<file path="config.mk">
export PLATFORM = sky130hd
export DESIGN_NAME = eth_tx_mac
export DESIGN_NICKNAME = d
export VERILOG_FILES = /design/src/rtl/eth_tx_mac.sv
export SDC_FILE = /design/constraint.sdc
export NUM_CORES = 1
export LEC_CHECK = 0
export ABC_AREA = 1
export CORE_MARGIN = 8
export CORE_UTILIZATION = 54
export DETAILED_ROUTE_END_ITERATION = 8
export GPL_TIMING_DRIVEN = 0
export PLACE_DENSITY = 0.79
export SLEW_MARGIN = 20
export SYNTH_ARGS = -nofsm -noshare
export SYNTH_HDL_FRONTEND = slang
export SYNTH_SLANG_ARGS = --single-unit
</file>
<file path="constraint.sdc">
create_clock -name i_tx_clk -period 5.1 [get_ports i_tx_clk]
set_clock_uncertainty 0.2 [all_clocks]
set_input_delay 0.765 -clock i_tx_clk [delete_from_list [all_inputs] [get_ports i_tx_clk]]
set_output_delay 0.765 -clock i_tx_clk [all_outputs]
set_load 0.01 [all_outputs]
</file>
<file path="src/rtl/eth_tx_mac.sv">
// Gigabit Ethernet transmit MAC: preamble/SFD, payload, optional pad, CRC-32 FCS, IFG.
// Optional feature macro: ETH_TX_PAD_EN (pad short payloads to 60 bytes).
//
// state    | meaning
// IDLE     | waiting for i_s_valid, line quiet
// PREAMBLE | seven 0x55 bytes
// SFD      | 0xD5, first payload byte may be accepted
// DATA     | payload bytes on the line
// PAD      | 0x00 fill up to minimum payload length
// FCS      | four CRC bytes, LSB first
// IFG      | inter-frame gap, line quiet, still busy
module eth_tx_mac #(
  parameter int IFG_BYTES = 12
) (
  input  logic       i_tx_clk,
  input  logic       i_tx_rst,
  input  logic [7:0] i_s_data,
  input  logic       i_s_valid,
  input  logic       i_s_last,
  output logic       o_s_ready,
  output logic [7:0] o_tx_data,
  output logic       o_tx_en,
  output logic       o_busy,
  output logic       o_frame_done,
  output logic       o_underrun
);

`ifdef ETH_TX_PAD_EN
  localparam logic PAD_EN = 1'b1;
`else
  localparam logic PAD_EN = 1'b0;
`endif

  localparam int          CNT_W    = 16;
  localparam logic [10:0] MIN_LEN  = 11'd60;
  localparam logic [31:0] CRC_INIT = 32'hFFFF_FFFF;

  typedef enum logic [2:0] {IDLE, PREAMBLE, SFD, DATA, PAD, FCS, IFG} state_t;

  state_t            state, state_nxt;
  logic [CNT_W-1:0]  cnt, cnt_nxt;
  logic [31:0]       crc, crc_nxt;
  logic [31:0]       fcs_sr, fcs_sr_nxt;
  logic [31:0]       fcs_word;
  logic [10:0]       byte_cnt, byte_cnt_nxt;
  logic              last_done, last_done_nxt;
  logic [7:0]        tx_data_nxt;
  logic              ready_nxt, underrun_nxt, done_nxt;
  logic              start_frame, load_fcs;
  logic              accept, starve;

  assign accept = o_s_ready & i_s_valid;
  assign starve = o_s_ready & ~i_s_valid;

  function automatic logic [31:0] crc_byte(input logic [31:0] c, input logic [7:0] d);
    logic [31:0] r;
    r = c ^ {24'h0, d};
    for (int i = 0; i < 8; i++) begin
      r = r[0] ? ((r >> 1) ^ 32'hEDB8_8320) : (r >> 1);
    end
    return r;
  endfunction

  function automatic logic [10:0] sat_inc(input logic [10:0] v);
    return (v == 11'h7FF) ? v : v + 11'd1;
  endfunction

  always_comb begin
    state_nxt     = state;
    cnt_nxt       = cnt;
    crc_nxt       = crc;
    fcs_sr_nxt    = fcs_sr;
    fcs_word      = 32'h0;
    byte_cnt_nxt  = byte_cnt;
    last_done_nxt = last_done;
    tx_data_nxt   = 8'h00;
    underrun_nxt  = 1'b0;
    done_nxt      = 1'b0;
    start_frame   = 1'b0;
    load_fcs      = 1'b0;

    case (state)
      IDLE: start_frame = i_s_valid;
      PREAMBLE: begin
        if (cnt == '0) begin
          state_nxt   = SFD;
          tx_data_nxt = 8'hD5;
        end else begin
          cnt_nxt     = cnt - CNT_W'(1);
          tx_data_nxt = 8'h55;
        end
      end
      SFD, DATA: begin
        if (accept) begin
          state_nxt     = DATA;
          tx_data_nxt   = i_s_data;
          crc_nxt       = crc_byte(crc, i_s_data);
          byte_cnt_nxt  = sat_inc(byte_cnt);
          last_done_nxt = i_s_last;
        end else if (starve) begin
          // starved mid-frame: send the uncomplemented CRC so the FCS is wrong
          underrun_nxt = 1'b1;
          load_fcs     = 1'b1;
          fcs_word     = crc;
        end else if (last_done) begin
          if (PAD_EN && (byte_cnt < MIN_LEN)) begin
            state_nxt    = PAD;
            crc_nxt      = crc_byte(crc, 8'h00);
            byte_cnt_nxt = sat_inc(byte_cnt);
          end else begin
            load_fcs = 1'b1;
            fcs_word = ~crc;
          end
        end
      end
      PAD: begin
        if (byte_cnt < MIN_LEN) begin
          crc_nxt      = crc_byte(crc, 8'h00);
          byte_cnt_nxt = sat_inc(byte_cnt);
        end else begin
          load_fcs = 1'b1;
          fcs_word = ~crc;
        end
      end
      FCS: begin
        if (cnt == '0) begin
          state_nxt = IFG;
          cnt_nxt   = CNT_W'(IFG_BYTES - 1);
          done_nxt  = 1'b1;
        end else begin
          cnt_nxt     = cnt - CNT_W'(1);
          tx_data_nxt = fcs_sr[7:0];
          fcs_sr_nxt  = {8'h00, fcs_sr[31:8]};
        end
      end
      IFG: begin
        if (cnt == '0) begin
          if (i_s_valid) start_frame = 1'b1;
          else state_nxt = IDLE;
        end else begin
          cnt_nxt = cnt - CNT_W'(1);
        end
      end
      default: state_nxt = IDLE;
    endcase

    if (start_frame) begin
      state_nxt     = PREAMBLE;
      cnt_nxt       = CNT_W'(6);
      crc_nxt       = CRC_INIT;
      byte_cnt_nxt  = 11'd0;
      last_done_nxt = 1'b0;
      tx_data_nxt   = 8'h55;
    end

    if (load_fcs) begin
      state_nxt   = FCS;
      cnt_nxt     = CNT_W'(3);
      tx_data_nxt = fcs_word[7:0];
      fcs_sr_nxt  = {8'h00, fcs_word[31:8]};
    end

    ready_nxt = (state_nxt == SFD) || ((state_nxt == DATA) && !last_done_nxt);
  end

  always_ff @(posedge i_tx_clk or posedge i_tx_rst) begin
    if (i_tx_rst) begin
      state        <= IDLE;
      cnt          <= '0;
      crc          <= CRC_INIT;
      fcs_sr       <= 32'h0;
      byte_cnt     <= 11'd0;
      last_done    <= 1'b0;
      o_tx_data    <= 8'h00;
      o_tx_en      <= 1'b0;
      o_s_ready    <= 1'b0;
      o_busy       <= 1'b0;
      o_frame_done <= 1'b0;
      o_underrun   <= 1'b0;
    end else begin
      state        <= state_nxt;
      cnt          <= cnt_nxt;
      crc          <= crc_nxt;
      fcs_sr       <= fcs_sr_nxt;
      byte_cnt     <= byte_cnt_nxt;
      last_done    <= last_done_nxt;
      o_tx_data    <= tx_data_nxt;
      o_tx_en      <= (state_nxt != IDLE) && (state_nxt != IFG);
      o_s_ready    <= ready_nxt;
      o_busy       <= (state_nxt != IDLE);
      o_frame_done <= done_nxt;
      o_underrun   <= underrun_nxt;
    end
  end

endmodule
</file>
**After elaboration in Yosys (flattened, before gate mapping)**

Cells that the tools add are included.

- Add/sub/neg operators: 2
- $lt $le $gt $ge: 1
- Equal/unequal tests: 14
- Multiplexer cells: 68
- Bitwise gates (word level): 21
- Reduce and logical (&&, ||, !) cells: 16

Operators by type and width:

| operator | count |
|---|---|
| 2-to-1 mux 32 bit | 26 |
| inverter 13 -> 14 bit | 16 |
| one-hot mux 32 bit (2 select lines) | 2 |
| 2-to-1 mux 16 bit | 4 |
| 2-to-1 mux 11 bit | 4 |
| 2-to-1 mux 8 bit | 5 |
| inverter 32 bit | 1 |
| one-hot mux 16 bit (2 select lines) | 1 |
| XOR 32 x 8 -> 32 bit | 1 |
| one-hot mux 8 bit (3 select lines) | 1 |
| one-hot mux 11 bit (2 select lines) | 1 |
| 2-to-1 mux 3 bit | 7 |
| logical NOT 16 bit | 1 |
| subtractor 16 x 1 -> 16 bit, second input constant | 1 |
| one-hot mux 3 bit (5 select lines) | 1 |
| 2-to-1 mux 1 bit | 14 |
| equality test 3 x 2 -> 1 bit, second input constant | 4 |
| adder 11 x 1 -> 11 bit, second input constant | 1 |
| equality test 11 bit, second input constant | 1 |
| < comparator 11 x 6 -> 1 bit, second input constant | 1 |
| equality test 3 bit, second input constant | 3 |
| != test 3 bit, second input constant | 3 |
| nonzero test 3 bit | 2 |
| OR reduction 2 bit | 3 |
| 14 further kinds | 18 |

- Register bits after elaboration: 108
- Input bits: 12
- Word-level logic and storage cells: 134

**Depth between registers and ports, before layout**

Gate-level depths: netlist of run 1.

- Depth in word-level cells: 20
- Mapped depth: 14

**Worst setup path before layout of run 1**

Ideal clock, no wire load.

- Kind: input to register
- Start: in i_s_valid
- End: reg fcs_sr[16]
- Library setup time: 0.129 ns
- Arrival time: 1.745 ns
- Slack: 3.026 ns
- Cell stages on the path: 7
- Path buffers: 1
- Cell sequence: nor2_1 -> o21ai_1 -> nand2_4 -> inv_2 -> nand2_2 -> buf_2 -> o22ai_1

- Longest elaborated chain between the ends: 7

Ends and longest elaborated chain:

| what | line | text |
|---|---|---|
| from (decl) | 18 | `input logic i_s_valid,` |
| inverter 1 bit | 53 | `assign starve = o_s_ready & ~i_s_valid;` |
| AND 1 bit | 53 |  |
| 2-to-1 mux 1 bit | 100 | `end else if (starve) begin` |
| 2-to-1 mux 1 bit | 94 | `if (accept) begin` |
| one-hot mux 1 bit (2 select lines) | 82 | `case (state)` |
| != test 2 bit (no line) / nonzero test 2 bit (equally long branches) | -- |  |
| AND reduction 2 bit (no line) | -- |  |
| to (signal assigned) | 184 | `fcs_sr <= fcs_sr_nxt;` |
| to (decl) | 43 | `logic [31:0] fcs_sr, fcs_sr_nxt;` |

Several ways; a longest one is shown, not always the timed one.
A chain may end at the register's enable or synchronous reset.

**Final worst setup path of run 1**

- Start: in i_s_valid
- End: reg cnt[13]

- Longest elaborated chain between the ends: 7

Ends and longest elaborated chain:

| what | line | text |
|---|---|---|
| inverter 1 bit | 53 |  |
| AND 1 bit | 53 |  |
| 2-to-1 mux 1 bit | 100 |  |
| 2-to-1 mux 1 bit | 94 |  |
| one-hot mux 1 bit (2 select lines) | 82 |  |
| != test 4 bit (no line) / nonzero test 4 bit (equally long branches) | -- |  |
| AND reduction 2 bit (no line) | -- |  |
| to (signal assigned) | 182 | `cnt <= cnt_nxt;` |
| to (decl) | 41 | `logic [CNT_W-1:0] cnt, cnt_nxt;` |

Several ways; a longest one is shown, not always the timed one.

==> results of run 1 <==
## stage by stage
step	setup WS [ns]	instance area, µm²	total power [W]	cells
detailed placement	2.00	8110	0.00486	1342
CTS	2.37	8420	0.00561	1358
global route	2.21	8420	0.00615	1358
floorplan	1.57	7610	0.00393	1137
finish	2.32	8420	0.00569	1358
global placement	-0.0217	8080	0.00480	1341
## final cells by class
class	instances	area, µm²	area share (%)
Inverter	125	477	5.66
Timing Repair Buffer	25	268	3.18
Clock inverter	7	83.8	0.996
Multi-Input combinational cell	870	4360	51.7
Sequential cell	100	2540	30.2
Clock buffer	9	225	2.67
Buffer	42	241	2.87
Tap cell	180	225	2.67
## power by group
group / leakage [nW] / switching (W) / internal (W)
Clock: 0.153 / 0.000337 / 0.000390
Combinational: 2.77 / 0.00232 / 0.00116
Sequential: 1.22 / 0.000320 / 0.00116
## cells in the final DEF (no fill, tap or decap), types with 2 or more instances in the layout
master           count
nand2_1            315
inv_1              106
nor2_1             105
o21ai_0             88
nand3_1             86
a21oi_1             74
dfrtp_1             68
xor2_1              44
dfstp_2             32
xnor2_1             26
o21ai_1             24
clkdlybuf4s50_1     24
o211ai_1            23
buf_2               22
nand2_2             16
inv_2               15
nand4_1             14
clkbuf_1            11
a22oi_1             11
a31oi_1             11
clkbuf_16            9
buf_6                6
nor2_2               5
nor3_1               4
or2_2                4
nand2_4              3
clkinv_1             3
buf_4                3
inv_6                3
o22ai_1              3
ha_1                 2
## cells by family (layout without fill, tap and decap cells)
group | Yosys count | after routing | share of synthesized area, %
and+or+nand+nor | 556 | 556 | 31.0
buffers and inverters | 167 | 208 | 9.37
adders and majority gates | 2 | 2 | 0.329
AOI/OAI and AO/OA | 242 | 242 | 17.8
DFF | 100 | 100 | 33.4
xor gates and xnor gates | 70 | 70 | 8.05
## Yosys cell counts (23+ instances only)
master / count
inv_1: 107
nor2_1: 105
xnor2_1: 26
dfstp_2: 32
o211ai_1: 23
dfrtp_1: 68
xor2_1: 44
nand2_1: 315
a21oi_1: 74
nand3_1: 86
o21ai_0: 88
o21ai_1: 24
## sequential cells by signal, summed over array words and instances, names as in the netlist
signal        count
o_underrun        1
state             3
last_done         1
fcs_sr           24
o_busy            1
crc              32
o_tx_data         8
o_tx_en           1
o_frame_done      1
cnt              16
byte_cnt         11
o_s_ready         1
## routing by layer
metal / routed length [µm] / global-route usage, % / part of all wire, % / vias up
met3: 2900 / 5.87 / 12 / 54
met1: 10200 / 38.6 / 43 / 3555
met4: 848 / 11.0 / 3.5 / 0
met2: 10100 / 39.1 / 42 / 453
met5: 0 / 0 / 0 / -
li1: - / - / - / 3771
## worst max-delay path by stage
stage	to	startpoint	slack [ns]	cells after the start
floorplan	byte_cnt[0]$_DFFE_PP0P_	i_tx_rst	1.57	1
global placement	byte_cnt[4]$_DFFE_PP0P_	i_tx_rst	-0.02	2
detailed placement	cnt[6]$_DFFE_PP0P_	i_s_valid	2.00	8
CTS	cnt[13]$_DFFE_PP0P_	i_s_valid	2.37	8
global route	fcs_sr[8]$_DFFE_PP0P_	i_s_valid	2.21	8
finish	cnt[13]$_DFFE_PP0P_	i_s_valid	2.32	8
## worst min-delay path: stages (launching register included)
cell,delay (ns)
dfrtp_1,0.37
nand2_1,0.06
nand2_1,0.06
==> results_dict.tcl, run 1 <==
set metrics [dict create \
    slew_violations 0 \
    r2r.worst_path.cells 11 \
    slowest_stage "clkdlybuf4s50_1" \
    synth-seq-cells 100 \
    vias_per_cell 5.77 \
    clkTransAtPathRegs_ns 0.07 \
    ir_worst_vdd_v 0.000290 \
    io_buffers 24 \
    synth-async-reset-ratio_pct 100 \
    hold_path_class "flip-flop to flip-flop" \
    postRouteWirelength_mm 24.0 \
    grt_first_pass_wirelength_mm 38.5 \
    num_vias 7833 \
    antenna_cells 0 \
    p_per_area_nw_per_um2 676 \
    dieArea_um2 18200 \
    die_h_um 135 \
    ctsResizeCount 0 \
    hold_ws_ns 0.314 \
    period_needed_ns 2.78 \
    cts_tree "yes" \
    nFillCells 1296 \
    critPathMaxFanout 10 \
    final_util_pct 60.9 \
    ys_warn_count 0 \
    fp-row-count 43 \
    hold_violations 0 \
    finalNetCount 1187 \
    slew_headroom_pct 53.5 \
    max_stage_delay_ns 0.62 \
    cts_setup_buffers 0 \
    postSynthAreaPerCell_um2 6.70 \
    io_pins 25 \
    max_freq_ghz 0.359 \
    crit_arrival_ns 2.88 \
    rrSetupSlack_ns 2.60 \
    maxCapViolations 0 \
    setup_violations 0 \
    clock_sinks 100 \
    gr-usage-all-layers_pct 27.2 \
    postSynthCellCount 1137 \
    grt-ovfl-total 0 \
    yosys-top-cells-area "dfrtp_1 22%, nand2_1 16%, dfstp_2 11%" \
    wl_per_cell_um 17.7 \
    final_antenna_net_count 0 \
    synth_top_area_share_pct 22.4 \
    cp_top_family "buffers and inverters" \
    crit_type "input port to flip-flop" \
    grt_pass1_vias 6963 \
    cts.htree.levels 3 \
    finalCritPeriodShare_pct 54.6 \
    syn_area_um2 7610 \
    dominantRegCellSynth "dfrtp_1" \
    antenna_found_initial 0 \
    firstDrtPassIters 5 \
    dp_hpwl_mm 17.9 \
    core_um2 13800 \
    grt_setup_unrepaired "no" \
    clock_path_buffers 2 \
    drc 0 \
    clk_latency_ns 0.36 \
    synth_top_cell_by_area "dfrtp_1" \
    hp-start "cnt[15]$_DFFE_PP0P_" \
    hold_buffers 0 \
    cp_data_required_time_ns 5.20 \
    drive_gt1_share_pct 11.1 \
    path_cells "clkdlybuf4s50_1, nor2_1, o21ai_1, nand2_4, inv_2, clkbuf_1, nand4_1, nand2_1" \
    clockRootBuffer "clkbuf_16" \
    synthToLayoutAreaGrowth_pct 10.6 \
    initial_utilization_pct 55.1 \
    hold_end "cnt[15]$_DFFE_PP0P_" \
    critPathLaunchType "input port" \
    r2r_start "crc[5]$_DFFE_PP1P_" \
    min_path_cells 2 \
    routabilityCongestion 0.992 \
    endpoint_kind "flip-flop" \
    outcome "finished clean" \
    synth_edf_count 0 \
    ys_seq_area_share_pct 33.4 \
    tightest_slew_ns 0.698 \
    cts_buffers 9 \
    syn_nets 1151 \
    p_leak_nw 4.14 \
    fin_setup_tns_ns 0 \
    critical_path_buf_inv_count 3 \
    yosysUniqueCellTypes 41 \
    grt_max_degree 80 \
    die_x_um 135 \
    worstReg2RegEnd "crc[19]$_DFFE_PP1P_" \
    drt_iter0_drc 909 \
]
No activity file was read; power rests on OpenSTA's default activity.
==> inputs of run 2 (changes only) <==
==> constraint.sdc (replaced) <==
create_clock -name i_tx_clk -period 2.6 [get_ports i_tx_clk]
set_clock_uncertainty 0.2 [all_clocks]
set_input_delay 0.39 -clock i_tx_clk [delete_from_list [all_inputs] [get_ports i_tx_clk]]
set_output_delay 0.39 -clock i_tx_clk [all_outputs]
set_load 0.01 [all_outputs]
==> results_dict.tcl, run 2 (synthesis gave the netlist of run 1 again) <==
set metrics [dict create \
    outcome "finished clean" \
    hold_violations 0 \
    clkPwrFrac_pct 12.6 \
    die_x_um 135 \
    ir_worst_vdd_v 0.000624 \
    tightest_slew_ns 0.667 \
    seqPwrFrac_pct 26.0 \
    antenna_found_initial 0 \
    crit_arrival_ns 2.56 \
    postRouteWirelength_mm 24.3 \
    antenna_cells 0 \
    finalNetCount 1189 \
    routabilityCongestion 1.01 \
    cts_tree "yes" \
    initial_utilization_pct 55.1 \
    p_per_area_nw_per_um2 1320 \
    grt_first_pass_wirelength_mm 38.9 \
    synthToLayoutAreaGrowth_pct 11.2 \
    crit_type "flip-flop to flip-flop" \
    endpoint_kind "flip-flop" \
    finalCritPeriodShare_pct 95.4 \
    period_needed_ns 2.48 \
    final_common_cell "nand2_1" \
    grt_max_degree 35 \
    die_h_um 135 \
    grt-ovfl-total 0 \
    swShare_pct 52.4 \
    slew_headroom_pct 55.5 \
    layout_common_cells "315 x nand2_1, 105 x inv_1, 105 x nor2_1, 88 x o21ai_0, 86 x nand3_1" \
    regMostFlops "crc" \
    drt_iter0_drc 1009 \
    io_buffers 24 \
    max_freq_ghz 0.403 \
    hold_buffers 0 \
    biggestRegsByFlops "crc (32), fcs_sr (24), cnt (16)" \
    num_vias 7897 \
    setup_violations 0 \
    slew_violations 0 \
    hold_path_class "input port to async pin" \
    clkTransAtPathRegs_ns 0.08 \
    grt_setup_unrepaired "no" \
    critPathLaunchType "flip-flop" \
    maxCapViolations 0 \
    drc 0 \
    cts.htree.levels 3 \
    clock_path_buffers 2 \
    clock_sinks 100 \
    dieArea_um2 18200 \
    drive_gt1_share_pct 11.5 \
    hold_ws_ns 0.224 \
    intPower_w 0.00533 \
    core_um2 13800 \
    r2r.worst_path.cells 10 \
    p_comb_share_pct 61.4 \
    cp_data_required_time_ns 2.68 \
    fin_setup_tns_ns 0 \
    io_pins 25 \
    cts_buffers 9 \
    clk_latency_ns 0.36 \
    p_switching_w 0.00586 \
    p_total_w 0.0112 \
    p_leak_nw 4.16 \
    grt_pass1_vias 7116 \
    largest_reg_flops 32 \
    gr-usage-all-layers_pct 27.3 \
    dp_hpwl_mm 18.2 \
    firstDrtPassIters 6 \
    vias_per_cell 5.81 \
    critPathMaxFanout 10 \
    fp-row-count 43 \
    wl_per_cell_um 17.9 \
    clockRootBuffer "clkbuf_16" \
    final_antenna_net_count 0 \
]
==> run 2: final timing paths <==
path / from / endpoint / slack, ns
worst min register to register: cnt[15]$_DFFE_PP0P_ / cnt[15]$_DFFE_PP0P_ / 0.32
max in group asynchronous: i_tx_rst / crc[24]$_DFFE_PP1P_ / 1.12
worst max register to register: crc[5]$_DFFE_PP1P_ / crc[22]$_DFFE_PP1P_ / 0.12
worst min-delay path: i_tx_rst / o_tx_data[2]$_DFF_PP0_ / 0.22
worst max-delay path: crc[5]$_DFFE_PP1P_ / crc[22]$_DFFE_PP1P_ / 0.12
min in group i_tx_clk: cnt[15]$_DFFE_PP0P_ / cnt[15]$_DFFE_PP0P_ / 0.32
==> run 2: power groups by stage <==
stage / Combinational, W / Clock [W] / Sequential (W)
after global routing: 0.00763 / 0.00150 / 0.00295
after detailed placement: 0.00666 / 0 / 0.00288
after global placement: 0.00653 / 0 / 0.00287
after CTS: 0.00669 / 0.00143 / 0.00286
after floorplan: 0.00502 / 0 / 0.00269
final: 0.00687 / 0.00141 / 0.00291
==> run 2: repair_timing <==
| action | in CTS | in global routing |
|---|---|---|
| setup buffers | 0 | 0 |
| gates resized for setup | 0 | 2 |
| setup endpoints to repair | 0 | 3 |
| endpoints found under the hold margin | 0 | 0 |
==> run 2: cell type report <==
cell class,count,area (µm²)
clock inverters,7,80.1
inverters,125,479
clock buffers,9,225
multi-input cells,870,4360
repair buffers,27,308
plain buffers,42,241
fillers,1286,5360
flip-flops and latches,100,2540
well taps,180,225
==> run 2: metal layers <==
layer  up-vias  GRT usage [%]  share of wire (%)
met1      3605           37.0                 42
met3        58           7.69                 12
met2       455           40.7                 43
li1       3779              -                  -
met5         -              0                  0
met4         0           9.61                2.7
==> run 2: worst max-delay path: stages, from the launching register on <==
cell and delay (ns):
dfstp_2 0.36, buf_2 0.18, inv_1 0.20, nand2_1 0.09, nand2_2 0.28, clkinvlp_4 0.29
nand3_1 0.18, nand2_1 0.14, a21oi_1 0.15, o21ai_0 0.13, a21oi_1 0.18
==> run 2: metrics by stage <==
| step | utilization (%) | setup slack [ns] | instance area (µm²) | instances |
|---|---|---|---|---|
| after detailed placement | 58.9 | -0.113 | 8150 | 1344 |
| final | 61.2 | 0.119 | 8470 | 1360 |
| after floorplan | - | 0.622 | 7620 | 1137 |
| after global routing | 61.2 | 0.00571 | 8470 | 1360 |
| after global placement | 58.4 | -0.222 | 8080 | 1341 |
| after CTS | 61.1 | 0.147 | 8450 | 1360 |
==> inputs of run 3 (changes only) <==
--- a/config.mk
+++ b/config.mk
@@ -9,8 +9,10 @@
 export CORE_MARGIN = 8
 export CORE_UTILIZATION = 54
 export DETAILED_ROUTE_END_ITERATION = 8
+export GPL_ROUTABILITY_DRIVEN = 0
 export GPL_TIMING_DRIVEN = 0
 export PLACE_DENSITY = 0.79
+export REMOVE_ABC_BUFFERS = 1
 export SLEW_MARGIN = 20
 export SYNTH_ARGS = -nofsm -noshare
 export SYNTH_HDL_FRONTEND = slang
==> results_dict.tcl, run 3 (synthesis gave the netlist of run 1 again) <==
set metrics [dict create \
    synthToLayoutAreaGrowth_pct 9.53 \
    antenna_cells 0 \
    dieArea_um2 18200 \
    die_x_um 135 \
    finalCritPeriodShare_pct 96.5 \
    endpoint_kind "flip-flop" \
    hold_path_class "input port to async pin" \
    finalNetCount 1151 \
    hold_buffers 0 \
    slew_headroom_pct 41.7 \
    p_leak_nw 4.07 \
    grt_max_degree 68 \
    firstDrtPassIters 8 \
    clock_path_buffers 2 \
    ir_worst_vdd_v 0.000616 \
    maxCapViolations 0 \
    placedCellCount 1301 \
    wl_per_cell_um 17.4 \
    final_antenna_net_count 0 \
    fin_area_um2 8340 \
    slew_violations 0 \
    grt-ovfl-total 0 \
    critical_path_buf_inv_count 3 \
    fp-row-count 43 \
    placed_area_um2 7900 \
    clockRootBuffer "clkbuf_16" \
    crit_type "flip-flop to flip-flop" \
    die_h_um 135 \
    cts_buffers 9 \
    grt_first_pass_wirelength_mm 37.2 \
    clkTransAtPathRegs_ns 0.08 \
    gr-usage-all-layers_pct 25.6 \
    antenna_found_initial 0 \
    final_common_cell "nand2_1" \
    outcome "finished clean" \
    max_freq_ghz 0.398 \
    tightest_slew_ns 0.875 \
    core_um2 13800 \
    final_util_pct 60.3 \
    drt_iter0_drc 764 \
    initial_utilization_pct 55.1 \
    slowest_stage "dfrtp_1" \
    critPathLaunchType "flip-flop" \
    nFillCells 1269 \
    clock_sinks 100 \
    cts.htree.levels 3 \
    cp_top_family "simple AND/OR/NAND/NOR gates" \
    clk_latency_ns 0.36 \
    finalNonFillerCells 1322 \
    hold_violations 0 \
    layout_common_cells "314 x nand2_1, 106 x inv_1, 103 x nor2_1, 88 x o21ai_0, 86 x nand3_1" \
    vias_per_cell 5.95 \
    fin_setup_tns_ns 0 \
    seq_area_um2 2550 \
    setup_violations 0 \
    largest_reg_flops 32 \
    multi_input_area_um2 4430 \
    critPathMaxFanout 36 \
    drc 0 \
    max_stage_delay_ns 0.45 \
    p_total_w 0.0110 \
    crit_arrival_ns 2.59 \
    regMostFlops "crc" \
    period_needed_ns 2.51 \
    path_cells "nor2_2, nand2_4, buf_16, inv_8, nand2_4, nand2_8, inv_8, nand2_8, o21ai_0, o21ai_1" \
    drive_gt1_share_pct 9.81 \
    cp_data_required_time_ns 2.68 \
    io_pins 25 \
    biggestRegsByFlops "crc (32), fcs_sr (24), cnt (16)" \
    io_buffers 24 \
    num_vias 7866 \
    cts_tree "yes" \
    dp_hpwl_mm 15.8 \
    grt_pass1_vias 7127 \
    grt_setup_unrepaired "yes" \
    postRouteWirelength_mm 23.0 \
    p_per_area_nw_per_um2 1320 \
]
[run 3: changes by cell type in the layout (fill, tap and decap cells not counted), sizes merged]
cell      before  now
clkinvlp       3    0
inv          125  126
clkbuf        20   10
clkinv         3    4
a21oi         75   76
buf           34    6
[run 3: repair_timing]
item	in CTS	in global routing
cloned	1	0
pin swaps	2	0
setup buffers	4	0
setup endpoints to repair	94	29
gates resized for setup	13	10
[run 3: per-layer routing]
metal	global-route usage, %	routed length [µm]	vias up
met4	9.73	597	0
met2	41.2	10700	468
met5	0	0	-
met3	5.24	2510	56
li1	-	-	3698
met1	33.0	9220	3644
[run 3: layout make-up]
cell class                      instances  area share [%]
Sequential cell                       100            30.5
Multi-Input combinational cell        871            53.1
Tap cell                              180            2.70
Clock inverter                          6           0.915
Clock buffer                           10            2.87
Timing Repair Buffer                   30            3.90
Inverter                              125            5.97
[run 3: stage by stage]
| stage | setup slack, ns | hold WS, ns |
|---|---|---|
| after global placement | -2.22 | 0.298 |
| after CTS | 0.0227 | 0.197 |
| after detailed placement | -1.07 | 0.298 |
| after floorplan | -0.556 | 0.272 |
| final | 0.0902 | 0.185 |
| after global routing | -0.0120 | 0.234 |
[run 3: worst paths after layout]
path	slack, ns	from	depth (start not counted)	endpoint
worst min register to register	0.31	cnt[15]$_DFFE_PP0P_	2	cnt[15]$_DFFE_PP0P_
worst max-delay path	0.09	state[1]$_DFF_PP0_	10	fcs_sr[11]$_DFFE_PP0P_
worst max register to register	0.09	state[1]$_DFF_PP0_	10	fcs_sr[11]$_DFFE_PP0P_
min in group i_tx_clk	0.31	cnt[15]$_DFFE_PP0P_	2	cnt[15]$_DFFE_PP0P_
worst min-delay path	0.18	i_tx_rst	2	fcs_sr[15]$_DFFE_PP0P_
max in group asynchronous	1.32	i_tx_rst	3	crc[19]$_DFFE_PP1P_
[run 3: power by group]
part	leakage (nW)	switching [W]	internal (W)
Sequential	1.22	0.000731	0.00229
Combinational	2.69	0.00441	0.00214
Clock	0.156	0.000667	0.000793
